<file path="src/rtl/tetris_pkg.sv">
`default_nettype none
// ============================================================================
// Module      : tetris_pkg
// Description : Board geometry, piece codes, column/row masks, FSM state
//               encoding and the spawn-mask helper for the piece engine.
// Revision    : 1.0  initial release
// ============================================================================
package tetris_pkg;

  localparam int BOARD_W  = 32;
  localparam int ROW_W    = 4;
  localparam int NUM_ROWS = 8;

  localparam logic [1:0] PIECE_DOT    = 2'b00;
  localparam logic [1:0] PIECE_DOMINO = 2'b01;
  localparam logic [1:0] PIECE_SQUARE = 2'b10;
  localparam logic [1:0] PIECE_L      = 2'b11;

  localparam logic [BOARD_W-1:0] COL0_MASK       = 32'h1111_1111;
  localparam logic [BOARD_W-1:0] COL3_MASK       = 32'h8888_8888;
  localparam logic [BOARD_W-1:0] BOTTOM_ROW_MASK = 32'hF000_0000;

  localparam logic [2:0] ST_IDLE     = 3'd0;
  localparam logic [2:0] ST_SPAWN    = 3'd1;
  localparam logic [2:0] ST_FALL     = 3'd2;
  localparam logic [2:0] ST_HANDOFF  = 3'd3;
  localparam logic [2:0] ST_WAIT_CLR = 3'd4;
  localparam logic [2:0] ST_GAMEOVER = 3'd5;

  // Every piece enters in rows 0-1, anchored on columns 1-2.
  function automatic logic [BOARD_W-1:0] spawn_mask(input logic [1:0] code);
    logic [BOARD_W-1:0] m;
    m = '0;
    case (code)
      PIECE_DOT:    m = 32'h0000_0002;
      PIECE_DOMINO: m = 32'h0000_0006;
      PIECE_SQUARE: m = 32'h0000_0066;
      PIECE_L:      m = 32'h0000_0062;
      default:      m = '0;
    endcase
    return m;
  endfunction

endpackage
`default_nettype wire

</file>
<file path="src/rtl/piece_mover.sv">
`default_nettype none
// ============================================================================
// Module      : piece_mover
// Description : Candidate positions of the active piece after a down, left
//               or right step, and whether each step collides with the board
//               edge or with settled cells.
// Revision    : 1.0  initial release
// ============================================================================
module piece_mover
  import tetris_pkg::*;
(
  input  logic [BOARD_W-1:0] active,
  input  logic [BOARD_W-1:0] settled,
  output logic [BOARD_W-1:0] down_next,
  output logic [BOARD_W-1:0] left_next,
  output logic [BOARD_W-1:0] right_next,
  output logic               down_blocked,
  output logic               left_blocked,
  output logic               right_blocked
);

  // Shifts are only taken when the matching edge check is clear, so a
  // blocked move never wraps into a neighbouring row.
  always_comb begin
    down_next     = active << ROW_W;
    left_next     = active >> 1;
    right_next    = active << 1;
    down_blocked  = (|(active & BOTTOM_ROW_MASK)) || (|(down_next & settled));
    left_blocked  = (|(active & COL0_MASK))       || (|(left_next & settled));
    right_blocked = (|(active & COL3_MASK))       || (|(right_next & settled));
  end

endmodule
`default_nettype wire

</file>
<file path="src/rtl/piece_drop.sv">
`default_nettype none
// ============================================================================
// Module      : piece_drop
// Description : Active-piece engine: spawns, applies gravity and lateral
//               moves, merges the landed piece, hands the merged board to the
//               clear stage and waits for the cleared board to come back.
// Revision    : 1.0  initial release
// ============================================================================
module piece_drop
  import tetris_pkg::*;
#(
  parameter int GRAV_TICKS = 8,
  parameter int CNT_W      = 8
) (
  input  logic        clka,
  input  logic        reset,
  input  logic        start,
  input  logic [1:0]  curr_piece,
  input  logic        move_left,
  input  logic        move_right,
  input  logic        drop_fast,
  output logic        lock_valid,
  output logic [31:0] lock_board,
  input  logic        lock_ready,
  input  logic        clr_valid,
  input  logic [31:0] clr_board,
  output logic [31:0] disp_board,
  output logic        game_over
);

  localparam logic [CNT_W-1:0] TICK_LAST = CNT_W'(GRAV_TICKS - 1);

  logic [2:0]         state;
  logic [2:0]         next_state;
  logic [BOARD_W-1:0] settled;
  logic [BOARD_W-1:0] active;
  logic [CNT_W-1:0]   counter;

  logic [BOARD_W-1:0] down_next;
  logic [BOARD_W-1:0] left_next;
  logic [BOARD_W-1:0] right_next;
  logic               down_blocked;
  logic               left_blocked;
  logic               right_blocked;
  logic               tick;
  logic [BOARD_W-1:0] new_mask;
  logic               spawn_hit;

  piece_mover u_mover (
    .active        (active),
    .settled       (settled),
    .down_next     (down_next),
    .left_next     (left_next),
    .right_next    (right_next),
    .down_blocked  (down_blocked),
    .left_blocked  (left_blocked),
    .right_blocked (right_blocked)
  );

  // Shared decode terms and the display view of the board.
  always_comb begin
    tick       = (counter == TICK_LAST) || drop_fast;
    new_mask   = spawn_mask(curr_piece);
    spawn_hit  = |(new_mask & settled);
    disp_board = settled | active;
  end

  // State register.
  always_ff @(posedge clka or posedge reset) begin
    if (reset) state <= ST_IDLE;
    else       state <= next_state;
  end

  // Next-state decode.
  always_comb begin
    next_state = state;
    case (state)
      ST_IDLE:     if (start) next_state = ST_SPAWN;
      ST_SPAWN:    next_state = spawn_hit ? ST_GAMEOVER : ST_FALL;
      ST_FALL:     if (tick && down_blocked) next_state = ST_HANDOFF;
      ST_HANDOFF:  if (lock_valid && lock_ready) next_state = ST_WAIT_CLR;
      ST_WAIT_CLR: if (clr_valid) next_state = ST_SPAWN;
      ST_GAMEOVER: if (start) next_state = ST_SPAWN;
      default:     next_state = ST_IDLE;
    endcase
  end

  // Board, piece, gravity counter and handshake registers.
  always_ff @(posedge clka or posedge reset) begin
    if (reset) begin
      settled    <= '0;
      active     <= '0;
      lock_board <= '0;
      lock_valid <= 1'b0;
      game_over  <= 1'b0;
      counter    <= '0;
    end else begin
      case (state)
        ST_IDLE, ST_GAMEOVER: begin
          if (start) begin
            settled   <= '0;
            active    <= '0;
            game_over <= 1'b0;
          end
        end
        ST_SPAWN: begin
          // The piece is loaded even on overlap so the collision stays visible.
          active  <= new_mask;
          counter <= '0;
          if (spawn_hit) game_over <= 1'b1;
        end
        ST_FALL: begin
          if (tick) begin
            if (!down_blocked) begin
              active  <= down_next;
              counter <= '0;
            end else begin
              lock_board <= settled | active;
              active     <= '0;
              lock_valid <= 1'b1;
            end
          end else begin
            counter <= counter + CNT_W'(1);
            if (move_left && !move_right && !left_blocked)
              active <= left_next;
            else if (move_right && !move_left && !right_blocked)
              active <= right_next;
          end
        end
        ST_HANDOFF: begin
          if (lock_valid && lock_ready) lock_valid <= 1'b0;
        end
        ST_WAIT_CLR: begin
          if (clr_valid) settled <= clr_board;
        end
        default: ;
      endcase
    end
  end

endmodule
`default_nettype wire

</file>
<file path="config.mk">
export PLATFORM = sky130hd
export DESIGN_NAME = piece_drop
export DESIGN_NICKNAME = d
export VERILOG_FILES = /design/src/rtl/tetris_pkg.sv /design/src/rtl/piece_mover.sv /design/src/rtl/piece_drop.sv
export SDC_FILE = /design/constraint.sdc
export NUM_CORES = 1
export LEC_CHECK = 0
export CAP_MARGIN = 15
export CORE_UTILIZATION = 40
export CTS_CLUSTER_DIAMETER = 100
export DETAILED_ROUTE_END_ITERATION = 6
export PLACE_DENSITY = 0.63
export SYNTH_ARGS = -nofsm -noshare
export SYNTH_HDL_FRONTEND = slang
export SYNTH_SLANG_ARGS = --single-unit
</file>
<file path="constraint.sdc">
create_clock -name clka -period 5.25 [get_ports clka]
set_input_delay 1.575 -clock clka [delete_from_list [all_inputs] [get_ports clka]]
set_output_delay 1.575 -clock clka [all_outputs]
set_load 0.005 [all_outputs]
</file>
-- Yosys cells after proc, flatten, opt, wreduce, memory -nomap -nowiden
Index checks and enable logic that the tools add are counted.
- RAM bits: 0
- flip-flop bits (word level): 109
- memory bits (read-only): 0
- word-level logic and storage cells: 92
- memories: 0
- bits in latches: 0
- output and inout bits: 66
- $lt $le $gt $ge: 0
- div/mod/pow operators: 0
- reductions and logical operators: 36
- bitwise gates (word level): 5
- multiply operators: 0
- shift-type cells: 0
- add/sub/neg operators: 1
- eq/ne operators: 18
- muxes and demuxes: 25
- operators by type and width (operator ; count):
    32-bit two-way mux ; 6
    32-bit case mux with 4 select lines ; 1
    32-bit OR reduction ; 4
    32-bit AND ; 3
    32-bit case mux with 3 select lines ; 1
    32-bit case mux with 2 select lines ; 1
    31-bit by 32-bit AND with 32-bit output ; 1
    32-bit bitwise OR ; 1
    8-bit two-way mux ; 2
    8-bit case mux with 2 select lines ; 1
    8-bit OR reduction ; 2
    3-bit two-way mux ; 5
    3-bit case mux with 5 select lines ; 1
    2-bit inequality test (second input constant) ; 6
    3-bit AND reduction ; 4
    8-bit by 1-bit adder with 8-bit output (second input constant) ; 1
    8-bit by 3-bit == test with 1-bit output (second input constant) ; 1
    4-bit AND reduction ; 2
    2-bit nonzero test ; 4
    3-bit by 2-bit == test with 1-bit output (second input constant) ; 2
    3-bit == test (second input constant) ; 2
    1-bit logical AND ; 6
    1-bit two-way mux ; 5
    2-bit == test (second input constant) ; 2
    14 further kinds ; 21

-- Longest topological paths before layout
- word-level depth: 9
- mapped depth: 10

-- Modules after synthesis
Synthesis repeated with hierarchy kept, for this count alone.
- cell total of the unflattened synthesis: 649
- area, all modules: 6690.2 um^2
- by module, submodules not included (module ; instances ; cells each ; area each (um^2) ; sequential area each (um^2)):
    piece_drop ; 1 ; 492 ; 5531.6 ; 2727.6
    piece_mover ; 1 ; 157 ; 1158.6 ; 0.0

-- Worst setup path after synthesis
No wires, ideal clock.
- kind: input -> register
- start point: input port move_left
- end point: register active[2]
- buffers on the path: 1
- arrival: 2.838 ns
- required time: 5.125 ns
- cell stages on the path: 8
- slack: 2.287 ns
- cell sequence: a211oi_1 > nand4_1 > nor3_1 > nand4_1 > nand3_2 > nand2_2 > buf_6 > mux2_4
- longest elaborated chain between the ends: 5
- ends and longest elaborated chain (item ; line ; text):
    start, declared ; piece_drop.sv:19 ; input logic move_left,
    1-bit logical AND or 1-bit zero test (tied branches) ; piece_drop.sv:124, piece_drop.sv:126 ;
    1-bit logical AND, on equally long branches ; piece_drop.sv:124, piece_drop.sv:126 ;
    32-bit two-way mux or 1-bit logical AND (tied branches) ; piece_drop.sv:124, piece_drop.sv:126 ;
    32-bit two-way mux or 4-bit inequality test (tied branches) ; n/a ;
    32-bit case mux with 3 select lines or 3-bit AND reduction (tied branches) ; n/a ;
    end signal, assigned ; piece_drop.sv:115 ; active <= down_next;
    end signal, assigned ; piece_drop.sv:125 ; active <= left_next;
    end signal, assigned ; piece_drop.sv:127 ; active <= right_next;
    end, declared ; piece_drop.sv:36 ; logic [BOARD_W-1:0] active;
Parallel ways exist; a longest one is shown, timed or not.
A chain may end at the register's enable or synchronous reset.

-- Final worst setup path
- start point: input port move_left
- end point: register active[31]
The elaborated chain is that of the path after synthesis.

==> results.md <==
* Status: finished, final reports clean
* Cts hold-fix bufs at 0
* Final setup TNS at 0 ps
* Pwr per Cell Area at 540 mW/mm^2
* RSZ-0062 raised after global routing: false
* CTS tree: done
* Flop pwr share at 0.383
* Cell area after synthesis at 0.00587 sq mm
* Via/cell ratio at 5.90
* Clk Tree Root Cell: clkbuf_16
* Total Routing Usage GR at 0.260
* DP HPWL at 13.3 mm
* Net Sw Frac at 0.409
* Fin crit share at 0.697
* Antenna-violating nets left at 0
* Comb pwr share at 0.436
* Clk pin slew, worst setup/hold paths at 70 ps
* Minimum clock period at 3660 ps
* Proportion of synthesized area in mux cells at 0.0790
* Grt ovf at 0
* First-pass GRT wire length at 29.4 mm
* Internal power at 2.35 mW
* Data required, critical path at 5500 ps
* Net Count, Synth at 674
* Final setup skew at 9.93 ps
* Post-layout util at 0.522
* Chip width at 123 um
* CP Capture Type: flip-flop
* Synth Area in Adders at 0.00852
* Total CTS buffers at 9
* Layout Cells excl Fill at 894
* Compound-Gate Fraction of Synth Area at 0.158
* Simple-gate share of the synthesized area at 0.247
* Post-CTS Setup Bufs at 0
* Startpoint types: input pin
* Bufs on Longest Clock Path at 2
* Seq/Total Area, Yosys at 0.464
* Largest net degree at the start of global routing at 57
* Die area at 0.0152 sq mm
* Diode count at 0
* LEAKAGE at 3.40 nW
* Peak Freq at 273 MHz
* Crit path max fanout at 31
* Worst-Skew Late Latency at 370 ps
* Clock power frac at 0.180
* Largest family of logic cells by synthesized area: simple AND/OR/NAND/NOR gates
* Post-synthesis cell count at 628
* Kind of critical path: in -> reg
* Hold Vio Cnt, Final at 0
* Area growth, synth to finish at 25.2%
* Vias in the first global route at 5276
* # resized after CTS at 0
* Final setup violating endpoints at 0
* Top Ports at 108
* Die H at 123 um
* # DRC at 0
* Worst Hold Class: reg -> reg
* H-tree depth at 3
* Mean routed wirelength per cell at 20.7 um
* Final #Nets at 755
* FFs w/ async S/R, synth at 1.00
* MaxCap Viol Count at 0
* Worst-margin pin slew at 733 ps
* DRT iter0 DRCs at 392
* DP Worst Slack at 1240 ps
* # fillers at 1311
* Initial Utilization at 0.417
* Worst path arrival time at 3910 ps
* Distinct cells, synth at 51
* FP Rows at 43
* Layout cells sized above 1 at 0.150
* XOR/XNOR Fraction of Synth Area at 0
* Initial antenna violation count at 0
* Seq cells post-synth at 109
* Max IR drop VDD at 250 uV
* Psw at 1.62 mW
* Mean Syn Cell Area at 9.35 sq um
* Worst setup margin at 1590 ps
* Post-synth top flop: dfrtp_1
* Placed insts at 878
* Synthesis Warnings at 0
* Final WL at 18.5 mm
* Total core area at 0.0141 sq mm
* First drt pass iteration count at 6
* RD Place Congestion at 0.965
* Clock sink count at 109
* Port Buffers at 107
* Via count at 5278
* Max-slew violations at 0
* Post-synth EDFFs at 0
* Rel. slew slack at 0.512
Yosys cell counts, types with 2 or more instances:
master / count / area [sq um]
a22o_1: 14 / 123
nor3_2: 2 / 20.0
nand2_1: 130 / 488
o22ai_1: 5 / 31.3
mux2_4: 2 / 30.0
mux2_2: 35 / 394
buf_2: 11 / 55.1
dfrtp_1: 109 / 2730
o211ai_1: 2 / 15.0
buf_6: 3 / 33.8
a31oi_1: 13 / 81.3
a221oi_1: 3 / 26.3
a22oi_1: 30 / 225
a21o_1: 7 / 52.6
o2bb2ai_1: 15 / 131
buf_4: 3 / 22.5
nor2_1: 30 / 113
nor4_4: 2 / 42.5
nand3_1: 41 / 205
or2_2: 33 / 206
o21ai_0: 14 / 70.1
a211oi_1: 2 / 15.0
a211o_1: 6 / 52.6
nand4_1: 21 / 131
nor4_1: 3 / 18.8
a2bb2oi_1: 2 / 17.5
a21oi_1: 6 / 30.0
nor2b_1: 2 / 12.5
ha_1: 4 / 50.1
and2_1: 6 / 37.5
mux2i_1: 4 / 40.0
inv_1: 11 / 41.3
nor3_1: 11 / 55.1
clkbuf_1: 26 / 97.6
and3_1: 4 / 25.0
cell usage in the layout (no fill, tap or decap), types with 4 or more instances in the layout:
cell / n
dfrtp_1: 109
nor2_1: 29
clkdlybuf4s50_1: 107
clkbuf_16: 9
ha_1: 4
nand3_1: 41
nor3_1: 10
or2_2: 33
a211o_1: 6
a31oi_1: 12
inv_1: 10
and2_1: 6
a22o_1: 14
nand4_1: 21
nand2_1: 130
buf_4: 5
a21o_1: 7
o21ai_0: 14
a21oi_1: 6
and3_1: 4
o22ai_1: 5
o2bb2ai_1: 15
mux2_2: 35
a22oi_1: 30
mux2i_1: 4
registers in the layout, indices dropped and copies added, names as in the netlist:
signal and flops:
active 32, counter 8, game_over 1, lock_board 32, lock_valid 1, settled 32
state 3
power groups by stage:
stage | logic (mW) | registers [mW] | clock network [mW]
3_3_place_gp | 1.71 | 1.52 | 0
6_report | 1.73 | 1.52 | 0.716
5_1_grt | 1.89 | 1.55 | 0.767
4_1_cts | 1.74 | 1.50 | 0.735
2_1_floorplan | 1.17 | 1.27 | 0
3_5_place_dp | 1.73 | 1.52 | 0
path summary, 6_finish.rpt:
| path | start | endpoint | slack [ps] | cells past startpoint |
|---|---|---|---|---|
| worst min register to register | lock_board[6] | lock_board[6] | 510 | 1 |
| worst max-delay path | move_left | active[31] | 1590 | 7 |
| worst min-delay path | lock_board[6] | lock_board[6] | 510 | 1 |
| worst max register to register | counter[0] | active[10] | 2510 | 8 |
| min in group asynchronous | reset | active[0] | 1660 | 2 |
| max in group asynchronous | reset | settled[23] | 2830 | 3 |
area by class of cell:
| cell class | instances | area [sq um] | share of cell area |
|---|---|---|---|
| repair buffers | 113 | 1130 | 0.153 |
| well taps | 180 | 225 | 0.0306 |
| clock inverters | 6 | 81.3 | 0.0111 |
| multi-input cells | 465 | 2920 | 0.397 |
| inverters | 11 | 43.8 | 0.00596 |
| flip-flops and latches | 109 | 2730 | 0.371 |
| clock buffers | 10 | 229 | 0.0311 |
layer usage:
layer  wire length, um  track usage  vias to the layer above
met4               327       0.0745                        0
li1                  -            -                     2417
met3              1150       0.0590                       26
met5                 0            0                        -
met2              8800        0.404                      205
met1              8250        0.361                     2630
through the flow:
stage | area [sq um] | total power, mW | hold WS, ps
after floorplan | 5870 | 2.45 | 453
after global placement | 7040 | 3.23 | 475
after detailed placement | 7040 | 3.25 | 486
after CTS | 7350 | 3.98 | 504
after global routing | 7350 | 4.20 | 527
final | 7350 | 3.97 | 510
worst max-delay path, stage by stage:
cell and delay [ps]:
clkdlybuf4s50_1 550, nor2b_1 190, and4_4 250, nand4_4 250, nand3_2 240, nand2_2 400, mux2_4 440
logic make-up after synthesis:
| group | after synthesis |
|---|---|
| buffers and inverters | 54 |
| AOI/OAI and AO/OA | 125 |
| and+or+nand+nor | 295 |
| adders and majority gates | 4 |
| DFF | 109 |
| muxes | 41 |
Note: power is estimated with default switching activity, not from simulation.
